### config.mk
export PLATFORM = sky130hd
export DESIGN_NAME = booth_mul_seq
export DESIGN_NICKNAME = d
export VERILOG_FILES = /design/src/rtl/booth_pkg.sv /design/src/rtl/booth_pp_gen.sv /design/src/rtl/booth_mul_seq.sv
export SDC_FILE = /design/constraint.sdc
export NUM_CORES = 1
export LEC_CHECK = 0
export BUFFER_PORTS_ARGS = -buffer_cell sky130_fd_sc_hd__buf_4
export CAP_MARGIN = 20
export CORE_MARGIN = 2
export CORE_UTILIZATION = 45
export DETAILED_ROUTE_END_ITERATION = 16
export PLACE_DENSITY = 0.66
export SYNTH_ARGS = -nofsm -noshare
export SYNTH_HDL_FRONTEND = slang
export SYNTH_SLANG_ARGS = --single-unit
### constraint.sdc
create_clock -name i_clk -period 5.32 [get_ports i_clk]
set_clock_uncertainty 0.2 [all_clocks]
set_input_delay 1.064 -clock i_clk [delete_from_list [all_inputs] [get_ports i_clk]]
set_output_delay 1.064 -clock i_clk [all_outputs]
set_load 0.02 [all_outputs]
### src/rtl/booth_pkg.sv
// Shared types for the radix-4 Booth sequential multiplier:
// controller states, Booth digit selections and the window decoder.
package booth_pkg;

  typedef enum logic [1:0] {
    IDLE,
    BUSY,
    DONE
  } state_e;

  typedef enum logic [2:0] {
    ZERO,
    PX,
    P2X,
    MX,
    M2X
  } digit_sel_e;

  // Map a Booth window {m[2k+1], m[2k], m[2k-1]} to the multiple to add.
  function automatic digit_sel_e booth_decode(input logic [2:0] window);
    digit_sel_e sel;
    case (window)
      3'b001, 3'b010: sel = PX;
      3'b011:         sel = P2X;
      3'b100:         sel = M2X;
      3'b101, 3'b110: sel = MX;
      default:        sel = ZERO;
    endcase
    return sel;
  endfunction

endpackage

### src/rtl/booth_pp_gen.sv
// Radix-4 Booth partial-product generator: one window plus the extended
// multiplicand in, one signed partial product (one bit wider) out.
module booth_pp_gen
  import booth_pkg::*;
#(
  parameter int EXT_W = 10
) (
  input  logic [2:0]       i_window,
  input  logic [EXT_W-1:0] i_mcand,
  output logic [EXT_W:0]   o_pp
);

  digit_sel_e       w_sel;
  logic [EXT_W:0]   w_x;
  logic [EXT_W:0]   w_2x;

  assign w_sel = booth_decode(i_window);
  // The extended multiplicand carries two redundant sign bits, so 2X cannot overflow.
  assign w_x   = {i_mcand[EXT_W-1], i_mcand};
  assign w_2x  = {i_mcand, 1'b0};

  // Select the signed multiple of the multiplicand for this digit.
  always_comb begin
    // NOTE: assign a default before the case so no path leaves o_pp unassigned (no latch).
    o_pp = '0;
    case (w_sel)
      PX:      o_pp = w_x;
      P2X:     o_pp = w_2x;
      MX:      o_pp = -w_x;
      M2X:     o_pp = -w_2x;
      default: o_pp = '0;
    endcase
  end

endmodule

### src/rtl/booth_mul_seq.sv
// Iterative radix-4 Booth multiplier: one Booth digit retired per clock,
// valid/ready handshake on both the request and the result side.
module booth_mul_seq
  import booth_pkg::*;
#(
  parameter int   WORD_LEN       = 8,
  parameter logic SIGNED_DEFAULT = 1'b1
) (
  input  logic                    i_clk,
  input  logic                    i_rstn,
  input  logic                    i_valid,
  output logic                    o_ready,
  input  logic                    i_signed,
  input  logic [WORD_LEN-1:0]     i_multiplier,
  input  logic [WORD_LEN-1:0]     i_multiplicand,
  output logic                    o_valid,
  input  logic                    i_ready,
  output logic [2*WORD_LEN-1:0]   o_result
);

  localparam int EXT_W    = WORD_LEN + 2;
  localparam int N_DIGITS = EXT_W / 2;
  localparam int CNT_W    = (N_DIGITS > 1) ? $clog2(N_DIGITS) : 1;
  localparam int PROD_W   = 2 * WORD_LEN;
  localparam int PP_W     = EXT_W + 1;
  localparam logic [CNT_W-1:0] LAST_DIGIT = CNT_W'(N_DIGITS - 1);

  state_e              r_state;
  state_e              w_next_state;
  logic [WORD_LEN-1:0] r_mplr;
  logic [WORD_LEN-1:0] r_mcand;
  logic                r_signed;
  logic [PROD_W-1:0]   r_acc;
  logic [CNT_W-1:0]    r_cnt;
  logic [PROD_W-1:0]   r_result;

  logic [1:0]          w_mplr_ext_bits;
  logic [1:0]          w_mcand_ext_bits;
  logic [EXT_W:0]      w_mplr_x;   // extended multiplier with m[-1]=0 appended
  logic [EXT_W-1:0]    w_mcand_x;
  logic [2:0]          w_window;
  logic [PP_W-1:0]     w_pp;
  logic [PROD_W-1:0]   w_pp_ext;
  logic [PROD_W-1:0]   w_term;
  logic [PROD_W-1:0]   w_sum;
  logic                w_last;

  assign w_mplr_ext_bits  = r_signed ? {2{r_mplr[WORD_LEN-1]}}  : 2'b00;
  assign w_mcand_ext_bits = r_signed ? {2{r_mcand[WORD_LEN-1]}} : 2'b00;
  assign w_mplr_x         = {w_mplr_ext_bits, r_mplr, 1'b0};
  assign w_mcand_x        = {w_mcand_ext_bits, r_mcand};
  assign w_last           = (r_cnt == LAST_DIGIT);

  // Pick the three-bit Booth window for the current digit counter.
  always_comb begin
    w_window = '0;
    for (int k = 0; k < N_DIGITS; k++) begin
      if (r_cnt == CNT_W'(k)) w_window = w_mplr_x[2*k +: 3];
    end
  end

  booth_pp_gen #(
    .EXT_W (EXT_W)
  ) u_pp_gen (
    .i_window (w_window),
    .i_mcand  (w_mcand_x),
    .o_pp     (w_pp)
  );

  assign w_pp_ext = {{(PROD_W - PP_W){w_pp[PP_W-1]}}, w_pp};
  assign w_term   = w_pp_ext << {r_cnt, 1'b0};
  assign w_sum    = r_acc + w_term;

  // Controller state register.
  always_ff @(posedge i_clk) begin
    // NOTE: non-blocking assignments so every register samples pre-edge values.
    if (!i_rstn) r_state <= IDLE;
    else         r_state <= w_next_state;
  end

  // Next-state logic: accept in IDLE, step digits in BUSY, hold result in DONE.
  always_comb begin
    w_next_state = r_state;
    case (r_state)
      IDLE:    if (i_valid) w_next_state = BUSY;
      BUSY:    if (w_last)  w_next_state = DONE;
      DONE:    if (i_ready) w_next_state = IDLE;
      default: w_next_state = IDLE;
    endcase
  end

  // Operand capture, digit accumulation and result register.
  always_ff @(posedge i_clk) begin
    if (!i_rstn) begin
      r_mplr   <= '0;
      r_mcand  <= '0;
      r_signed <= SIGNED_DEFAULT;
      r_acc    <= '0;
      r_cnt    <= '0;
      r_result <= '0;
    end else begin
      case (r_state)
        IDLE: begin
          if (i_valid) begin
            r_mplr   <= i_multiplier;
            r_mcand  <= i_multiplicand;
            r_signed <= i_signed;
            r_acc    <= '0;
            r_cnt    <= '0;
          end
        end
        BUSY: begin
          r_acc <= w_sum;
          r_cnt <= r_cnt + CNT_W'(1);
          if (w_last) r_result <= w_sum;
        end
        default: ;
      endcase
    end
  end

  assign o_ready  = (r_state == IDLE);
  assign o_valid  = (r_state == DONE);
  assign o_result = r_result;

endmodule

Word-level counts from Yosys, hierarchy flattened. Index checks and enable logic that the tools add are counted.

$add $sub $neg: 4. $mul: 0. Divide/modulo/power cells: 0. Magnitude comparators: 0. Eq/ne operators: 19. Shift operators: 1. Muxes and demuxes: 17. Bitwise gates (word level): 0. Reduce and logical (&&, ||, !) cells: 9.

Operators with widths (number): $pmux W11 S4 (1); $pmux W16 S2 (1); $neg A11 Y11 (2); $eq A3 B2 Y1 const B (6); $mux W3 (6); $add A16 B16 Y16 (1); $mux W16 (1); $shl A16 B4 Y16 (1); $eq A3 B3 Y1 const B (5); $pmux W3 S4 (1); $mux W2 (5); $eq A3 B1 Y1 const B (3); $pmux W2 S3 (1); $pmux W3 S2 (1); $reduce_and A2 Y1 (3); $ne A2 B2 Y1 const B (2); $reduce_or A2 Y1 (2); $add A3 B1 Y3 const B (1); $logic_not A3 Y1 (1); $reduce_and A3 Y1 (1); $eq A2 B1 Y1 const B (1); $eq A2 B2 Y1 const B (1); $logic_not A2 Y1 (1); $ne A2 B1 Y1 const B (1); $reduce_bool A2 Y1 (1).

Bits in registers: 54. Latch bits: 0. RAM bits: 0. Memory bits (read-only): 0. Bits of input ports: 21. Word-level logic and storage cells: 57. Memories: 0.

Longest topological paths before layout. Gate-level depths: netlist of run 1.

Depth after elaboration: 14. Mapped depth: 26. Mapped depth without buffers: 22.

Cells and area by module. From an unflattened synthesis of run 1, not the netlist that was laid out.

Cell total of the unflattened synthesis: 511. Area, all modules: 3831.2 µm².

By module, submodules not included: booth_mul_seq (instances 1, cells each 419, area each 3211.8 µm², sequential area each 1081.0 µm²); booth_pp_gen (instances 1, cells each 92, area each 619.3 µm², sequential area each 0.0 µm²).

Worst setup path before layout of run 1. No wires, ideal clock.

Path type: flip-flop to flip-flop. From: register r_cnt[0]. To: register r_result[15], in the netlist o_result[15]. Arrival: 4.947 ns. Data required time: 4.988 ns. Path slack: 0.040 ns. Stages on the path, launching flop included: 23. Path buffers: 3. Cells stage by stage: dfxtp_1 -> clkbuf_1 -> inv_1 -> buf_1 -> ha_1 -> buf_6 -> and4_4 -> a31o_4 -> a211oi_2 -> nand2_1 -> o311ai_0 -> mux2i_1 -> mux2i_1 -> and2_1 -> ha_1 -> o21ai_0 -> o311ai_0 -> o41ai_1 -> o2111ai_1 -> a21o_1 -> a21oi_1 -> xor2_1 -> a21oi_1.

Cells in the longest elaborated chain, start to end: 13.

Ends and longest elaborated chain: from (decl) (line booth_mul_seq.sv:34) `logic [CNT_W-1:0] r_cnt;`; from (signal assigned) (line booth_mul_seq.sv:114) `r_cnt <= r_cnt + CNT_W'(1);`; $logic_not A3 Y1 (line booth_mul_seq.sv:58) `if (r_cnt == CNT_W'(k)) w_window = w_mplr_x[2*k +: 3];`; $mux W3 (5 in series) (line booth_mul_seq.sv:58); $eq A3 B3 Y1, or another cell as far along (line booth_pkg.sv:22) `case (window)`; $reduce_or A2 Y1 (line booth_pkg.sv:22); $pmux W3 S4 (line booth_pkg.sv:22); $eq A3 B3 Y1, or another cell as far along (line booth_pp_gen.sv:26) `case (w_sel)`; $pmux W11 S4 (line booth_pp_gen.sv:26); $shl A16 B4 Y16 (line booth_mul_seq.sv:71) `assign w_term = w_pp_ext << {r_cnt, 1'b0};`; $add A16 B16 Y16 (line booth_mul_seq.sv:72) `assign w_sum = r_acc + w_term;`; to (signal assigned) (line booth_mul_seq.sv:115) `if (w_last) r_result <= w_sum;`; to (decl) (line booth_mul_seq.sv:35) `logic [PROD_W-1:0] r_result;`.

Parallel ways exist; a longest one is shown, timed or not. A chain may end at the register's enable or synchronous reset.

Worst setup path in the final report of run 1.
From: register r_cnt[0]. To: register r_acc[15].

Cells in the longest elaborated chain, start to end: 14.

Ends and longest elaborated chain: $logic_not A3 Y1 (line booth_mul_seq.sv:58); $mux W3 (5 in series) (line booth_mul_seq.sv:58); $eq A3 B3 Y1, or another cell as far along (line booth_pkg.sv:22); $reduce_or A2 Y1 (line booth_pkg.sv:22); $pmux W3 S4 (line booth_pkg.sv:22); $eq A3 B3 Y1, or another cell as far along (line booth_pp_gen.sv:26); $pmux W11 S4 (line booth_pp_gen.sv:26); $shl A16 B4 Y16 (*) (line booth_mul_seq.sv:71); $add A16 B16 Y16 (*) (line booth_mul_seq.sv:72); $pmux W16 S2 (*) (line booth_mul_seq.sv:102) `case (r_state)`; to (signal assigned) (line booth_mul_seq.sv:113) `r_acc <= w_sum;`; to (decl) (line booth_mul_seq.sv:33) `logic [PROD_W-1:0] r_acc;`.

Mark *: on every way between the ends. The rest lies on a longest branch, timed or not.

==> results of run 1 <==
==> layer usage <==
metal	GRT usage [%]	wire, microns	vias to the layer above
met4	5.876	140	0
met3	2.649	313	12
met5	0	0	-
li1	-	-	1878
met1	30.37	5233	1785
met2	35.56	4722	67
==> critical path, stage by stage (launching register included) <==
cell,delay [ns]
dfxtp_1,0.35
ha_1,0.21
ha_1,0.25
or2_4,0.29
a211oi_4,0.37
a211oi_2,0.11
buf_4,0.18
a311oi_1,0.23
o22ai_1,0.20
mux4_2,0.54
and2_1,0.19
ha_1,0.39
nand2_1,0.08
o311ai_1,0.42
o41ai_2,0.13
o2111ai_1,0.28
a21o_1,0.18
a21oi_2,0.07
or3_1,0.36
nand3_1,0.09
==> cell usage after synthesis, types with 5 or more instances <==
cell type,count
mux2i_1,11
dfxtp_1,54
nor3_1,9
nor2b_1,6
a21boi_0,38
mux2_2,5
nand2_1,94
xnor2_1,14
clkbuf_1,22
o22ai_1,5
nand4_1,7
nand3_1,29
inv_1,16
o21ai_0,29
nand3b_1,5
ha_1,21
nor2_1,23
and2_1,19
a21o_1,6
a21oi_1,15
a31oi_1,5
o311ai_0,5
==> logic make-up (layout without fill, tap and decap cells) <==
logic type / after synthesis / after routing / synth area share, %
xor+xnor: 18 / 18 / 4.447
compound gates: 137 / 137 / 25.80
flops: 54 / 54 / 27.25
mux: 18 / 18 / 5.046
simple gates: 212 / 212 / 25.64
buf+inv: 45 / 91 / 4.699
fa+ha+maj: 22 / 22 / 7.127
==> through the flow <==
stage / TNS, ns / cell area [sq um] / power, W
after floorplan: 0 / 3968 / 0.0006585
after global placement: 0 / 4457 / 0.0007465
after detailed placement: 0 / 4457 / 0.0007500
after CTS: 0 / 4559 / 0.001010
after global routing: -0.3918 / 4622 / 0.001072
final: 0 / 4622 / 0.001012
==> worst max-delay path by stage <==
stage	startpoint	end	slack, ns	cells after the start
global route	r_cnt[0]	r_acc[15]	-0.14	19
floorplan	r_cnt[0]	o_result[15]	0.04	22
detailed placement	r_cnt[0]	o_result[15]	0.02	20
finish	r_cnt[0]	r_acc[15]	0.13	19
global placement	r_cnt[0]	o_result[14]	0.21	22
CTS	r_cnt[0]	o_result[15]	0.009	20
==> what timing repair did <==
item / in CTS / in global routing
gates resized for setup: 0 / 17
setup buffers: 0 / 2
endpoints found under the setup margin: 0 / 14
==> power by group <==
group	switching (W)	total, W	internal (W)	leakage (nW)
Combinational	0.000181	0.000317	0.000135	1.40
Clock	0.000148	0.000259	0.000111	0.0537
Sequential	0.0000170	0.000436	0.000419	0.439
==> layout by cell type, fill, tap and decap left out, types with 6 or more instances in the layout <==
master / n
nand2_1: 94
buf_4: 65
dfxtp_1: 54
a21boi_0: 36
nand3_1: 29
o21ai_0: 26
nor2_1: 22
ha_1: 21
and2_1: 19
inv_1: 16
xnor2_1: 14
a21oi_1: 13
mux2i_1: 11
nor3_1: 8
nand4_1: 7
nor2b_1: 6
a21o_1: 6
clkbuf_8: 6
==> flip-flops by register name (all words and copies together) (netlist names) <==
signal and cells:
r_state 2, o_result 16, r_cnt 3, r_mplr 8, r_signed 1, r_mcand 8, r_acc 16
==> final cells by class <==
cell class              instances  area (sq um)
fillers                       853          4014
multi-input cells             407          2748
flip-flops and latches         54          1081
repair buffers                 65         488.0
well taps                     108         135.1
clock buffers                   6         82.58
inverters                      18         67.56
clock inverters                 2         20.02
==> impl_metrics.py, run 1 <==
metrics = {
    "run_status": {
        "status": "finished clean",
    },
    "synthesis": {
        "synth-edff-count": 0,
        "ys_async_sr_fraction_pct": 0,
        "syn_avg_cell_area_sq_um": 7.841,
        "synthTopCellsByArea": "dfxtp_1 27%, nand2_1 8.9%, a21boi_0 7.2%",
        "syn_inst": 506,
        "synth_top_area_cell": "dfxtp_1",
        "synth.top_cell.area_share_pct": 27.25,
        "syn_area_sq_um": 3968,
        "ys_ff_latch": 54,
        "yosysUniqueCellTypes": 68,
        "yosys_warnings": 0,
        "synthFlopType": "dfxtp_1",
        "ys_seq_area_share_pct": 27.25,
        "syn_nets": 549,
    },
    "placement": {
        "dp_slack_ns": 0.02429,
        "post-dp-hpwl_microns": 7879,
        "portBuffers": 38,
        "gp_congestion": 0.9603,
        "place_inst": 650,
    },
    "min_path": {
        "holdPathStages": 2,
        "hold_start": "o_result[11]",
        "hold_class": "flip-flop to flip-flop",
        "min_to": "o_result[11]",
    },
    "layout": {
        "stdcell_count": 660,
        "fin_util_pct": 53.52,
        "syn_to_final_growth_pct": 16.49,
        "drive_gt1_share_pct": 19.02,
        "fin_nets": 594,
        "diodes": 0,
    },
    "clocking": {
        "clk_path_buf_depth": 2,
        "clk_latency_ns": 0.31,
        "cts_max_level": 2,
        "cts_root_buf": "clkbuf_8",
        "clk_pin_slew_ns": 0.11,
        "cts_tree": "yes",
        "cts_num_sinks": 54,
        "cts_hold_buf": 0,
        "numCtsBuffers": 5,
    },
    "sta": {
        "timing.final.ws_setup_ns": 0.1316,
        "grt_setup_unrepaired": "true",
        "period_needed_ns": 5.188,
        "worstMarginPinSlew_ns": 1.037,
        "relSlewSlack_pct": 30.90,
        "setup_viol": 0,
        "whs_ns": 0.2706,
        "fmax_ghz": 0.1927,
        "slew_violations": 0,
        "fin_crit_sh_pct": 97.53,
        "hold_viol": 0,
    },
    "die": {
        "initial_utilization_pct": 45.94,
        "die_x_microns": 97.90,
        "rows": 34,
        "dieArea_sq_um": 9583,
        "dieHeight_microns": 97.90,
        "io_pins": 39,
        "core-area_sq_um": 8636,
    },
    "critical_path": {
        "cp-start-kind": "flip-flop",
        "crit_required_ns": 5.38,
        "reg2reg_slack_ns": 0.13,
        "cp.arrival_ns": 5.24,
        "end_kind": "flip-flop",
        "worstRegToRegCells": 19,
        "reg2reg_to": "r_acc[15]",
        "critPathMaxFanout": 6,
        "crit_type": "flip-flop to flip-flop",
        "reg2reg_from": "r_cnt[0]",
    },
    "run": {
        "maxCapViolCount": 0,
    },
    "pwr": {
        "powerDensity_nw_per_um2": 218.9,
        "max-vdd-ir-drop_uv": 173.3,
        "leakage_nw": 1.893,
    },
    "grt": {
        "antenna_found_initial": 0,
        "grt_pass1_wl_microns": 17500,
        "overflow": 0,
        "grt_pass1_vias": 3631,
        "track_usage_pct": 21.74,
        "grt_max_degree": 60,
    },
    "routing": {
        "wl_per_cell_microns": 15.77,
        "drc": 0,
        "first_pass_iters": 4,
        "vias": 3742,
        "viasPerCell": 5.670,
        "ant_nets": 0,
        "drt_wl_total_microns": 10410,
        "drt_first_iter_violations": 173,
    },
}
Power figures use the tool's default switching activity.
==> run 2, diff against run 1 <==
--- a/config.mk
+++ b/config.mk
@@ -5,12 +5,12 @@
 export SDC_FILE = /design/constraint.sdc
 export NUM_CORES = 1
 export LEC_CHECK = 0
-export BUFFER_PORTS_ARGS = -buffer_cell sky130_fd_sc_hd__buf_4
+export BUFFER_PORTS_ARGS = -buffer_cell sky130_fd_sc_hd__clkbuf_2
 export CAP_MARGIN = 20
 export CORE_MARGIN = 2
 export CORE_UTILIZATION = 45
 export DETAILED_ROUTE_END_ITERATION = 16
-export PLACE_DENSITY = 0.66
+export SETUP_SLACK_MARGIN = 0.5
 export SYNTH_ARGS = -nofsm -noshare
 export SYNTH_HDL_FRONTEND = slang
 export SYNTH_SLANG_ARGS = --single-unit
==> constraint.sdc (replaced) <==
create_clock -name i_clk -period 6.03 [get_ports i_clk]
set_clock_uncertainty 0.2 [all_clocks]
set_input_delay 1.206 -clock i_clk [delete_from_list [all_inputs] [get_ports i_clk]]
set_output_delay 1.206 -clock i_clk [all_outputs]
set_load 0.02 [all_outputs]
==> run 2 against run 1 <==
  * Clock power shrank 11%
  * Flip-flop and latch count unchanged
  * Critical path depth up 3
  * Critical endpoint is now o_result[15]
  * Cell area fell by 3.4%
  * Via count is 0.51% lower
  * Maximum frequency is 0.31% higher
  * Die area stayed put
  * Combinational power fell by 15%
  * Register-to-register slack gained 0.73 ns
  * Largest cell class unchanged
  * Count of clock-buffer cells in the layout fell by 1
  * Worst hold slack better by 0.0095 ns
  * First-iteration DRC count up 61%
==> impl_metrics.py, run 2 (synthesis gave the netlist of run 1 again) <==
metrics = {
    "run_status": {
        "status": "finished clean",
    },
    "pwr": {
        "max-vdd-ir-drop_uv": 134.8,
        "fin_total_pwr_w": 0.0008870,
        "powerDensity_nw_per_um2": 198.7,
        "leakage_nw": 1.796,
    },
    "sta": {
        "period_needed_ns": 5.172,
        "slew_violations": 0,
        "tns_ns": 0,
        "whs_ns": 0.2801,
        "setup_viol": 0,
        "relSlewSlack_pct": 31.12,
        "fmax_ghz": 0.1933,
        "timing.final.ws_setup_ns": 0.8579,
        "worstMarginPinSlew_ns": 1.033,
        "hold_viol": 0,
        "grt_setup_unrepaired": "true",
        "fin_crit_sh_pct": 85.77,
    },
    "critical_path": {
        "crit_type": "flip-flop to flip-flop",
        "critPathCapture": "o_result[15]",
        "crit_required_ns": 6.01,
        "reg2reg_to": "o_result[15]",
        "critPathMaxFanout": 8,
        "worstRegToRegCells": 22,
        "startpoint": "r_cnt[0]",
        "cp-start-kind": "flip-flop",
        "cp.arrival_ns": 5.15,
        "reg2reg_slack_ns": 0.86,
        "end_kind": "flip-flop",
        "reg2reg_from": "r_cnt[0]",
    },
    "clocking": {
        "cts_root_buf": "clkbuf_8",
        "clk_latency_ns": 0.33,
        "clk_path_buf_depth": 2,
        "cts_max_level": 2,
        "cts_num_sinks": 54,
        "clk_pin_slew_ns": 0.12,
        "cts_tree": "yes",
        "numCtsBuffers": 5,
        "cts_hold_buf": 0,
    },
    "routing": {
        "drc": 0,
        "ant_nets": 0,
        "drt_wl_total_microns": 10240,
        "wl_per_cell_microns": 15.78,
        "drt_first_iter_violations": 279,
        "viasPerCell": 5.737,
        "vias": 3723,
        "first_pass_iters": 5,
    },
    "grt": {
        "grt_pass1_vias": 3486,
        "overflow": 0,
        "track_usage_pct": 21.86,
        "grt_pass1_wl_microns": 17420,
        "antenna_found_initial": 0,
        "grt_max_degree": 60,
    },
    "placement": {
        "gp_congestion": 0.8653,
        "portBuffers": 38,
        "post-dp-hpwl_microns": 7627,
        "dp_slack_ns": 0.5205,
    },
    "min_path": {
        "hold_class": "flip-flop to flip-flop",
        "holdPathStages": 2,
    },
    "layout": {
        "final_cell_mix": "94 x nand2_1, 53 x dfxtp_1, 38 x clkbuf_2",
        "fin_nets": 583,
        "diodes": 0,
        "fillers": 873,
        "syn_to_final_growth_pct": 12.52,
        "fin_util_pct": 51.70,
        "drive_gt1_share_pct": 18.30,
        "layout_commonest_cell": "nand2_1",
    },
    "die": {
        "rows": 34,
        "core-area_sq_um": 8636,
        "initial_utilization_pct": 45.94,
        "io_pins": 39,
        "dieArea_sq_um": 9583,
        "dieHeight_microns": 97.90,
        "die_x_microns": 97.90,
    },
    "run": {
        "maxCapViolCount": 0,
    },
}
-- run 2: changes by cell type in the layout (fill, tap and decap cells not counted), moves of 2 or more --
cell	previous run	this run
buf_4	65	16
clkbuf_2	0	38
ha_1	21	19
ha_2	0	2
o22ai_1	5	3
o22ai_2	0	2
-- run 2: worst max-delay path, cell delays in order (launching register included) --
cell       delay (ns)
dfxtp_2          0.36
ha_1             0.20
ha_2             0.23
or2_4            0.28
a211oi_4         0.36
nor2_2           0.07
buf_4            0.18
xnor2_4          0.30
o22ai_2          0.18
and2_1           0.22
nand2_1          0.11
inv_1            0.06
ha_1             0.27
a21o_1           0.20
a21oi_2          0.18
o211a_1          0.18
o311ai_1         0.14
o41ai_1          0.46
o2111ai_1        0.19
a21o_1           0.22
a21oi_2          0.18
xor2_1           0.16
a21oi_1          0.09
-- run 2: through the flow --
step	area, sq um	instances
final	4464	649
after global routing	4464	649
after CTS	4360	644
after detailed placement	4257	636
after global placement	4257	636
after floorplan	3968	506
-- run 2: area by class of cell --
class	instances	area, sq um	share of cell area [%]
multi-input combinational	407	2773	62.11
inverter	18	67.56	1.513
clock buffer	5	68.82	1.541
tap	108	135.1	3.027
sequential	54	1082	24.24
timing repair buffer	54	310.3	6.951
clock inverter	3	27.53	0.6166
-- run 2: layer usage --
metal | track usage, % | vias to the layer above | part of all wire, %
met5 | 0 | - | 0
met2 | 33.25 | 117 | 43
met3 | 2.649 | 7 | 5.4
met1 | 33.39 | 1734 | 51
met4 | 4.167 | 0 | 0.92
li1 | - | 1865 | -
-- run 2: how the worst min path moves through the flow --
stage | slack, ns | from | to
6_report | 0.28 | o_result[3] | o_result[3]
3_5_place_dp | 0.27 | o_result[10] | o_result[10]
5_1_grt | 0.30 | r_mplr[0] | r_mplr[0]
4_1_cts | 0.29 | o_result[3] | o_result[3]
2_1_floorplan | 0.24 | r_mplr[0] | r_mplr[0]
3_3_place_gp | 0.26 | o_result[6] | o_result[6]
-- run 2: power by group --
group	total (W)	switching, W	internal [W]	leakage [nW]
Sequential	0.000386	0.0000155	0.000370	0.439
Combinational	0.000270	0.000161	0.000109	1.31
Clock	0.000231	0.000145	0.0000866	0.0467
-- run 2: what timing repair did --
action / in CTS / in global routing
gates resized for setup: 1 / 21
pin swaps: 0 / 7
setup buffers: 0 / 5
endpoints found under the setup margin: 1 / 11
==> run 3, diff against run 2 <==
--- a/config.mk
+++ b/config.mk
@@ -9,6 +9,7 @@
 export CAP_MARGIN = 20
 export CORE_MARGIN = 2
 export CORE_UTILIZATION = 45
+export CTS_BUF_LIST = sky130_fd_sc_hd__clkbuf_4
 export DETAILED_ROUTE_END_ITERATION = 16
 export SETUP_SLACK_MARGIN = 0.5
 export SYNTH_ARGS = -nofsm -noshare
==> run 3 against run 2 <==
  * Register-to-register slack barely moved
  * Non-clock buffer count fell by 2
  * Core utilization fell by 0.54 points
  * Critical endpoint unchanged
  * Cell area fell by 1.0%
  * Clock power fell by 19%
  * Cell count fell by 0.31%
  * Combinational power barely moved
==> impl_metrics.py, run 3 (synthesis gave the netlist of run 1 again) <==
metrics = {
    "sta": {
        "hold_viol": 0,
        "grt_setup_unrepaired": "false",
        "fmax_ghz": 0.1933,
        "relSlewSlack_pct": 30.20,
        "worstMarginPinSlew_ns": 1.047,
        "tns_ns": 0,
        "slew_violations": 0,
        "setup_viol": 0,
        "whs_ns": 0.2871,
        "period_needed_ns": 5.174,
        "fin_crit_sh_pct": 85.81,
    },
    "die": {
        "rows": 34,
        "initial_utilization_pct": 45.94,
        "dieArea_sq_um": 9583,
        "io_pins": 39,
        "dieHeight_microns": 97.90,
        "core-area_sq_um": 8636,
        "die_x_microns": 97.90,
    },
    "grt": {
        "antenna_found_initial": 0,
        "grt_pass1_wl_microns": 17370,
        "overflow": 0,
        "grt_max_degree": 60,
        "grt_pass1_vias": 3475,
        "track_usage_pct": 21.73,
    },
    "min_path": {
        "hold_class": "flip-flop to flip-flop",
    },
    "critical_path": {
        "cp.arrival_ns": 5.24,
        "critPathMaxFanout": 13,
        "end_kind": "flip-flop",
        "crit_required_ns": 6.09,
        "crit_type": "flip-flop to flip-flop",
        "cp-start-kind": "flip-flop",
    },
    "clocking": {
        "clk_latency_ns": 0.41,
        "clk_path_buf_depth": 2,
        "cts_hold_buf": 0,
        "cts_root_buf": "clkbuf_4",
        "cts_num_sinks": 54,
        "cts_tree": "yes",
        "cts_max_level": 2,
        "numCtsBuffers": 5,
        "clk_pin_slew_ns": 0.20,
    },
    "routing": {
        "viasPerCell": 5.720,
        "ant_nets": 0,
        "drt_first_iter_violations": 283,
        "first_pass_iters": 5,
        "wl_per_cell_microns": 15.80,
        "drc": 0,
        "drt_wl_total_microns": 10220,
        "vias": 3701,
    },
    "placement": {
        "post-dp-hpwl_microns": 7627,
        "portBuffers": 38,
        "gp_congestion": 0.8653,
        "place_inst": 636,
    },
    "layout": {
        "diodes": 0,
        "drive_gt1_share_pct": 18.18,
        "layout_commonest_cell": "nand2_1",
        "stdcell_count": 647,
        "fin_nets": 581,
        "final_cell_mix": "94 x nand2_1, 53 x dfxtp_1, 38 x clkbuf_2",
        "syn_to_final_growth_pct": 11.35,
    },
    "run_status": {
        "status": "finished clean",
    },
    "pwr": {
        "powerDensity_nw_per_um2": 190.4,
        "fin_total_pwr_w": 0.0008413,
        "leakage_nw": 1.773,
        "max-vdd-ir-drop_uv": 133.2,
    },
    "run": {
        "maxCapViolCount": 0,
    },
}
==> run 3: routing by layer <==
layer / vias to the layer above / wire length, microns / part of all wire, % / global-route usage, %
met1: 1724 / 5297 / 52 / 33.39
met3: 5 / 456 / 4.5 / 2.219
met2: 111 / 4431 / 43 / 33.09
met4: 0 / 35 / 0.34 / 4.167
li1: 1861 / - / - / -
met5: - / 0 / 0 / 0
==> run 3: path summary, 6_finish.rpt <==
path,startpoint,end,slack [ns],depth (start not counted)
max,r_cnt[2],o_result[15],0.86,22
min,o_result[3],o_result[3],0.29,2
max reg2reg,r_cnt[2],o_result[15],0.86,22
min reg2reg,o_result[3],o_result[3],0.29,2
==> run 3: where the power goes <==
group	total (W)	leakage, nW	internal, W	switching [W]
Sequential	0.000387	0.439	0.000371	0.0000157
Combinational	0.000267	1.30	0.000108	0.000160
Clock	0.000188	0.0337	0.0000501	0.000137
Total	0.000841	1.77	0.000528	0.000313
==> run 3: final cells by class <==
class | instances | area (sq um)
inverters | 18 | 67.56
clock inverters | 3 | 27.53
multi-input cells | 407 | 2773
repair buffers | 52 | 295.3
clock buffers | 5 | 37.54
well taps | 108 | 135.1
fillers | 874 | 4218
flip-flops and latches | 54 | 1082
==> run 3: per-stage QoR <==
stage               setup slack, ns  area (sq um)  util (%)
floorplan                    0.7505          3968         -
global placement             0.5652          4257     49.29
detailed placement           0.5205          4257     49.29
CTS                          0.6127          4329     50.13
global route                 0.5245          4418     51.16
finish                       0.8558          4418     51.16
==> run 3: timing repair <==
action	CTS	global route
hold endpoints to repair	0	0
buffers inserted	0	3
gates resized for setup	2	21
pin swaps	0	6
setup endpoints to repair	2	10
==> run 3: critical path, stage by stage (launching register included) <==
cell and delay, ns:
dfxtp_1 0.38, inv_2 0.13, ha_2 0.28, or2_4 0.28, a211oi_4 0.36, nor2_2 0.07, buf_4 0.18, xnor2_4 0.31
o22ai_2 0.18, and2_1 0.22, nand2_1 0.11, inv_1 0.06, ha_1 0.27, a21o_1 0.20, a21oi_2 0.18, o211a_1 0.18
o311ai_1 0.14, o41ai_1 0.45, o2111ai_1 0.19, a21o_1 0.22, a21oi_2 0.18, xor2_1 0.16, a21oi_1 0.08
